===== src/rtl/ysyx_24100006_arb_pkg.sv =====
// Shared types and constants for the IFU/LSU read-channel arbiter.
package ysyx_24100006_arb_pkg;

  typedef enum logic [1:0] {
    S_IDLE = 2'b00,
    S_AR   = 2'b01,
    S_R    = 2'b10
  } arb_state_e;

  typedef enum logic [1:0] {
    OWN_NONE = 2'b00,
    OWN_IFU  = 2'b01,
    OWN_LSU  = 2'b10
  } arb_owner_e;

  localparam logic [2:0] ARSIZE_WORD = 3'b010;

endpackage


===== src/rtl/ysyx_24100006_arb_sel.sv =====
// Combinational winner select between the IFU and LSU read requests.
module ysyx_24100006_arb_sel (
  input  logic ifu_req,
  input  logic lsu_req,
  input  logic prefer_ifu,
  output logic grant_ifu,
  output logic grant_lsu
);

  // LSU wins unless both request and the IFU is currently preferred
  always_comb begin
    grant_lsu = 1'b0;
    grant_ifu = 1'b0;
    if (lsu_req && (!ifu_req || !prefer_ifu)) begin
      grant_lsu = 1'b1;
    end else if (ifu_req) begin
      grant_ifu = 1'b1;
    end else begin
      grant_ifu = 1'b0;
    end
  end

endmodule


===== src/rtl/ysyx_24100006_axi_rd_arb.sv =====
// Two-master (IFU/LSU) single-outstanding AXI-Lite read arbiter.
// Define YSYX_ARB_RR_EN for round-robin tie-breaking; default is fixed LSU priority.
module ysyx_24100006_axi_rd_arb
  import ysyx_24100006_arb_pkg::*;
#(
  parameter int ADDR_W = 32,
  parameter int DATA_W = 32
) (
  input  logic              clk,
  input  logic              reset,
  input  logic [ADDR_W-1:0] ifu_araddr,
  input  logic              ifu_arvalid,
  output logic              ifu_arready,
  output logic [DATA_W-1:0] ifu_rdata,
  output logic              ifu_rvalid,
  input  logic              ifu_rready,
  input  logic [ADDR_W-1:0] lsu_araddr,
  input  logic [2:0]        lsu_arsize,
  input  logic              lsu_arvalid,
  output logic              lsu_arready,
  output logic [DATA_W-1:0] lsu_rdata,
  output logic              lsu_rvalid,
  input  logic              lsu_rready,
  output logic [ADDR_W-1:0] out_araddr,
  output logic [2:0]        out_arsize,
  output logic              out_arvalid,
  input  logic              out_arready,
  input  logic [DATA_W-1:0] out_rdata,
  input  logic              out_rvalid,
  output logic              out_rready
);

  arb_state_e state_r;
  arb_owner_e owner_r;
  logic       idle_s;
  logic       prefer_ifu_s;
  logic       grant_ifu_s;
  logic       grant_lsu_s;

  assign idle_s = (state_r == S_IDLE);

`ifdef YSYX_ARB_RR_EN
  logic last_lsu_r;

  // Remembers whether the LSU took the previous grant so the IFU wins the next tie
  always_ff @(posedge clk or posedge reset) begin
    if (reset) begin
      last_lsu_r <= 1'b0;
    end else if (idle_s && (grant_ifu_s || grant_lsu_s)) begin
      last_lsu_r <= grant_lsu_s;
    end else begin
      last_lsu_r <= last_lsu_r;
    end
  end

  assign prefer_ifu_s = last_lsu_r;
`else
  assign prefer_ifu_s = 1'b0;
`endif

  ysyx_24100006_arb_sel u_sel (
    .ifu_req    (ifu_arvalid),
    .lsu_req    (lsu_arvalid),
    .prefer_ifu (prefer_ifu_s),
    .grant_ifu  (grant_ifu_s),
    .grant_lsu  (grant_lsu_s)
  );

  // arready pulses only in the idle cycle that latches the request
  assign ifu_arready = idle_s & grant_ifu_s;
  assign lsu_arready = idle_s & grant_lsu_s;

  // Grant / address / data-phase sequencing with registered downstream AR signals
  always_ff @(posedge clk or posedge reset) begin
    if (reset) begin
      state_r     <= S_IDLE;
      owner_r     <= OWN_NONE;
      out_arvalid <= 1'b0;
      out_araddr  <= {ADDR_W{1'b0}};
      out_arsize  <= ARSIZE_WORD;
    end else begin
      case (state_r)
        S_IDLE: begin
          if (grant_lsu_s) begin
            out_araddr  <= lsu_araddr;
            out_arsize  <= lsu_arsize;
            out_arvalid <= 1'b1;
            owner_r     <= OWN_LSU;
            state_r     <= S_AR;
          end else if (grant_ifu_s) begin
            out_araddr  <= ifu_araddr;
            out_arsize  <= ARSIZE_WORD;
            out_arvalid <= 1'b1;
            owner_r     <= OWN_IFU;
            state_r     <= S_AR;
          end else begin
            state_r     <= S_IDLE;
          end
        end
        S_AR: begin
          if (out_arready) begin
            out_arvalid <= 1'b0;
            state_r     <= S_R;
          end else begin
            state_r     <= S_AR;
          end
        end
        S_R: begin
          if (out_rvalid && out_rready) begin
            owner_r <= OWN_NONE;
            state_r <= S_IDLE;
          end else begin
            state_r <= S_R;
          end
        end
        default: begin
          state_r     <= S_IDLE;
          owner_r     <= OWN_NONE;
          out_arvalid <= 1'b0;
        end
      endcase
    end
  end

  // Route the read-data channel to the owner only while in the data phase
  always_comb begin
    ifu_rvalid = 1'b0;
    lsu_rvalid = 1'b0;
    ifu_rdata  = {DATA_W{1'b0}};
    lsu_rdata  = {DATA_W{1'b0}};
    out_rready = 1'b0;
    if (state_r == S_R) begin
      case (owner_r)
        OWN_IFU: begin
          out_rready = ifu_rready;
          ifu_rvalid = out_rvalid;
          ifu_rdata  = out_rdata;
        end
        OWN_LSU: begin
          out_rready = lsu_rready;
          lsu_rvalid = out_rvalid;
          lsu_rdata  = out_rdata;
        end
        default: begin
          out_rready = 1'b0;
        end
      endcase
    end else begin
      out_rready = 1'b0;
    end
  end

endmodule


===== config.mk =====
export PLATFORM = sky130hd
export DESIGN_NAME = ysyx_24100006_axi_rd_arb
export DESIGN_NICKNAME = d
export VERILOG_FILES = /design/src/rtl/ysyx_24100006_arb_pkg.sv /design/src/rtl/ysyx_24100006_arb_sel.sv /design/src/rtl/ysyx_24100006_axi_rd_arb.sv
export SDC_FILE = /design/constraint.sdc
export NUM_CORES = 1
export LEC_CHECK = 0
export BUFFER_PORTS_ARGS = -buffer_cell sky130_fd_sc_hd__buf_4
export CAP_MARGIN = 40
export CORE_MARGIN = 5
export CORE_UTILIZATION = 40
export DETAILED_ROUTE_END_ITERATION = 10
export PLACE_DENSITY = 0.92
export SYNTH_ARGS = -nofsm -noshare
export SYNTH_HDL_FRONTEND = slang
export SYNTH_SLANG_ARGS = --single-unit

===== constraint.sdc =====
create_clock -name clk -period 1.8 [get_ports clk]
set_input_delay 0.18 -clock clk [delete_from_list [all_inputs] [get_ports clk]]
set_output_delay 0.18 -clock clk [all_outputs]
set_load 0.02 [all_outputs]

=== Word-level counts from Yosys, hierarchy flattened ===
Cells that the tools add are included.

* Equal/unequal tests: 7
* Muxes and demuxes: 30
* Reduce and logical (&&, ||, !) cells: 6
* Bitwise logic cells: 4

{| class="wikitable"
|+ Operator list
! kind !! number
|-
| 32-bit two-way mux || 6
|-
| 1-bit two-way mux || 13
|-
| 2-bit case mux with 3 select lines || 2
|-
| 2-bit two-way mux || 5
|-
| 3-bit two-way mux || 2
|-
| 3-bit AND reduction || 2
|-
| 2-bit by 1-bit equality test with 1-bit output, second input constant || 2
|-
| 2-bit equality test, second input constant || 2
|-
| 2-bit != test, second input constant || 2
|-
| 3-bit by 1-bit != test with 1-bit output, second input constant || 1
|-
| 1-bit case mux with 3 select lines || 1
|-
| 1-bit bitwise AND || 2
|-
| 2-bit zero test || 1
|-
| 1-bit NOT || 2
|-
| 1-bit case mux with 2 select lines || 1
|-
| 2-bit AND reduction || 1
|-
| 2-bit nonzero test || 1
|-
| 1-bit logical AND || 1
|}

* Register bits after elaboration: 40
* Logic and storage cells: 52
* Output and inout port bits: 105
* Bits of input ports: 107

=== Depth between registers and ports, before layout ===
* Word-level depth: 6
* Gate-level depth with buffers: 5
* Gate-level depth less buffers: 5

=== Modules after synthesis ===
From an unflattened synthesis, not the netlist that was laid out.

* Cell total of the unflattened synthesis: 228
* Area total of the unflattened synthesis: 2596.2 um^2

{| class="wikitable"
|+ By module, submodules not included
! module !! area an instance (um^2) !! instances !! seq. area each (um^2) !! cells an instance
|-
| ysyx_24100006_axi_rd_arb || 2577.5 || 1 || 1002.2 || 225
|-
| ysyx_24100006_arb_sel || 18.8 || 1 || 0.0 || 3
|}

=== Worst setup path before layout ===
No wires, ideal clock.

* Path type: reg-to-reg
* Start point: register state_r[1]
* End point: register out_arsize[0]
* Slack: 315 ps
* Stages on the path, launching flop included: 3
* Library setup time: 70 ps
* Path buffers: 0
* Arrival: 1415 ps
* Data required time: 1730 ps
* Period minus slack after synthesis: 1485 ps
* Cells stage by stage: dfrtp_1 -> nor3b_1 -> a22o_1

* Word-level cells in the longest chain between the ends: 2

{| class="wikitable"
|+ Ends and longest elaborated chain
! element !! line !! text
|-
| start, declared || ysyx_24100006_axi_rd_arb.sv:33 || <nowiki>arb_state_e state_r;</nowiki>
|-
| start signal, assigned || ysyx_24100006_axi_rd_arb.sv:76 || <nowiki>state_r <= S_IDLE;</nowiki>
|-
| start signal, assigned || ysyx_24100006_axi_rd_arb.sv:89 || <nowiki>state_r <= S_AR;</nowiki>
|-
| start signal, assigned || ysyx_24100006_axi_rd_arb.sv:95 || <nowiki>state_r <= S_AR;</nowiki>
|-
| 2-bit zero test || ysyx_24100006_axi_rd_arb.sv:82 || <nowiki>case (state_r)</nowiki>
|-
| 2-bit AND reduction (no line) || -- ||
|-
| end signal, assigned || ysyx_24100006_axi_rd_arb.sv:86 || <nowiki>out_arsize <= lsu_arsize;</nowiki>
|-
| end, declared || ysyx_24100006_axi_rd_arb.sv:25 || <nowiki>output logic [2:0] out_arsize,</nowiki>
|}

Every way passes these cells.
A chain may end at the register's enable or synchronous reset.

=== Final worst setup path ===
* Start point: register owner_r[1]
* End point: output ifu_rdata[11]

* Word-level cells in the longest chain between the ends: 3

{| class="wikitable"
|+ Ends and longest elaborated chain
! element !! line !! text
|-
| start, declared || ysyx_24100006_axi_rd_arb.sv:34 || <nowiki>arb_owner_e owner_r;</nowiki>
|-
| start signal, assigned || ysyx_24100006_axi_rd_arb.sv:77 || <nowiki>owner_r <= OWN_NONE;</nowiki>
|-
| start signal, assigned || ysyx_24100006_axi_rd_arb.sv:88 || <nowiki>owner_r <= OWN_LSU;</nowiki>
|-
| start signal, assigned || ysyx_24100006_axi_rd_arb.sv:94 || <nowiki>owner_r <= OWN_IFU;</nowiki>
|-
| 2-bit by 1-bit equality test with 1-bit output || ysyx_24100006_axi_rd_arb.sv:133 || <nowiki>case (owner_r)</nowiki>
|-
| 32-bit two-way mux || ysyx_24100006_axi_rd_arb.sv:133 ||
|-
| 32-bit two-way mux || ysyx_24100006_axi_rd_arb.sv:132 || <nowiki>if (state_r == S_R) begin</nowiki>
|-
| end, declared || ysyx_24100006_axi_rd_arb.sv:14 || <nowiki>output logic [DATA_W-1:0] ifu_rdata,</nowiki>
|}

Every way passes these cells.

==> run summary <==
Final HPWL DP -> 7.328 mm
Final Hold Fails -> 0
Crit-path max FO -> 33
Highest clock rate -> 588.1 MHz
Routed len/inst -> 17.99 um
R2R depth -> 5
Sequential share of the synthesized area -> 38.12%
Worst setup SP type -> flip-flop
# diodes -> 0
Mux cell area share after synthesis -> 31.41%
Leakage -> 0.002477 uW
Global-route usage over all layers -> 20.10%
FF-to-FF End -> owner_r[0]
Skew-Pair Late Insertion Delay -> 270 ps
Die Wd -> 91.07 um
Clock transition at path regs -> 80 ps
Clock Sinks -> 40
CTS Buf Count -> 5
Share of post-route cells with drive strength above 1 -> 69.07%
Dpl cell area -> 4230 sq um
Antenna Violating Nets Remaining -> 0
Initial DRC Count -> 56
Placeable core area -> 6386 sq um
Status -> complete, no violations
Mapped Cells -> 223
Clock Tree Buf Depth -> 2
Synth warn -> 0
WP buf/inv -> 3
DIE AREA -> 8293 sq um
Area share of fa/ha/maj cells after synthesis -> 0.9519%
Yosys cell types -> 28
DRC -> 0
Max IR drop VDD -> 0.8626 mV
Drt first pass iters -> 4
Initial Util -> 41.16%
Final net count -> 538
CP max stage delay -> 410 ps
Vias in the first global route -> 2,718
FF+latch area -> 1003 sq um
DR vias -> 2,596
Most frequent cells in the layout -> 214 x buf_4, 66 x and3_1, 38 x dfrtp_1, 36 x mux2_2, 28 x mux2_4
Top-Level Pins -> 212
FF-to-FF Start -> owner_r[1]
Area Growth Syn to Fin -> 65.97%
Avg Cell Area, Syn -> 11.79 sq um
Port Buffers -> 211
#FFs+latches synth -> 40
Initial antenna violation count -> 0
Largest family of logic cells by synthesized area -> multiplexers
Slowest-stage cell, CP -> dfrtp_1
Area of the multi-input gates -> 1433 sq um
Final Critical Period -> 1700 ps
Setup crit end kind -> primary output
Final setup skew -> 4.573 ps
GP Congestion -> 0.8228
P per Cell Area -> 1376 nW/um^2
Max Cap Viol -> 0
First-pass GRT wire length -> 13.69 mm
Post_cts resized -> 0
Cell Chain, Critical Path -> inv_1 -> ha_1 -> buf_6 -> and3_1 -> buf_4
Commonest non-fill, non-tap cell in the layout -> buf_4
Largest net degree at the start of global routing -> 67
GRT overflow -> 0
Reg2Reg Setup Slack -> 330 ps
Final std cells w/o fill -> 507
Worst-Margin Slew -> 480.8 ps
Fillers -> 469
WHS -> 19.26 ps
Placement Rows -> 29
Vias per inst -> 5.120
Final Max Tran Viols -> 0
DP Cell Count -> 498
Post CTS Setup Buffer Count -> 0
Simple-gate area share of the yosys netlist -> 18.04%
Top Family by Delay on Critical Path -> buffers and inverters
Data required time of the critical path -> 1620 ps
Rel. slew slack -> 67.94%
Final setup vio count -> 0
Syn nets -> 332
Clk root buf -> clkbuf_8
H-tree depth -> 2
Hold buffers post-CTS -> 0
Design Area, Final -> 4363 sq um
CTS tree -> built
Synth Area in Compound Gates -> 3.855%
Crit path kind -> flip-flop to primary output
Synth Cell Area -> 2629 sq um
Levels on crit path -> 5
Die Y -> 91.07 um
Xor/xnor cell area share of the yosys netlist -> 0%
Hold crit path type -> input port to async pin
Core Util, Final -> 68.32%
Critical Path AT -> 1520 ps
Final period utilization -> 94.47%
Detailed Route WL -> 9.122 mm
[cell usage after synthesis (all sizes together)]
cell     instances  area, sq um
nand2            1        3.750
buf             12        142.6
nand2b           2        12.51
o31ai            1        7.510
inv              6        22.52
a22oi            1        7.510
clkbuf           9        35.03
a31oi            1        6.260
a22o             2        17.52
nor2             2        12.51
a2bb2oi          2        17.52
o21ai            3        15.01
and3            66        412.9
nor3b            2        15.01
o32ai            1        8.760
mux2            64        825.8
dfrtp           39        975.9
o22ai            1        6.260
ha               2        25.02
dfstp            1        26.28
o21a             2        15.01
or2b             1        7.510
nor3             2        10.01
[power breakdown]
group / internal [uW] / total [uW] / switching (uW)
Clock: 311 / 600 / 289
Combinational: 1890 / 3690 / 1800
Sequential: 1370 / 1710 / 338
Total: 3580 / 6000 / 2430
[cell families after synthesis]
| kind of cell | after synthesis |
|---|---|
| buffers and inverters | 27 |
| DFF | 40 |
| muxes | 64 |
| adders and majority gates | 2 |
| and+or+nand+nor | 76 |
| AOI/OAI and AO/OA | 14 |
[how the worst max path moves through the flow]
stage	startpoint	to	slack (ps)
2_1_floorplan	state_r[1]	out_arsize[0]	320
3_3_place_gp	state_r[1]	lsu_rdata[10]	380
3_5_place_dp	state_r[1]	lsu_rdata[10]	340
4_1_cts	state_r[1]	lsu_rdata[10]	20
5_1_grt	owner_r[1]	ifu_rdata[12]	-4
6_report	owner_r[1]	ifu_rdata[11]	100
[state kept, by name, summed over array words and instances (netlist names)]
signal / cells
out_araddr: 32
out_arsize: 3
owner_r: 2
state_r: 2
out_arvalid: 1
[per-layer routing]
metal / track usage [%] / wire length [um] / vias to the layer above
li1: - / - / 1212
met1: 22.29 / 3298 / 1227
met4: 4.645 / 116 / 0
met5: 0 / 0 / -
met3: 7.107 / 993 / 6
met2: 36.66 / 4713 / 151
[layout make-up]
type                       count  share of cell area (%)
timing repair buffer         220                   39.29
tap                           77                   2.208
inverter                       6                  0.5162
multi-input combinational    156                   32.84
sequential                    40                   23.00
clock inverter                 1                  0.1721
clock buffer                   7                   1.979
[through the flow]
step,TNS [ps],power [uW],setup WS [ps]
3_3_place_gp,0,5197,376.2
3_5_place_dp,0,5323,343.8
2_1_floorplan,0,4038,315.4
5_1_grt,-4.175,6337,-4.175
4_1_cts,0,5949,19.16
6_report,0,6003,99.59
[worst register-to-register path, cell delays in order, from the launching register on]
cell and delay, ps:
dfrtp_1 410, inv_1 90, ha_1 190, a22oi_1 90
nor3b_1 400, o32ai_1 160
No activity file was read; power rests on OpenSTA's default activity.
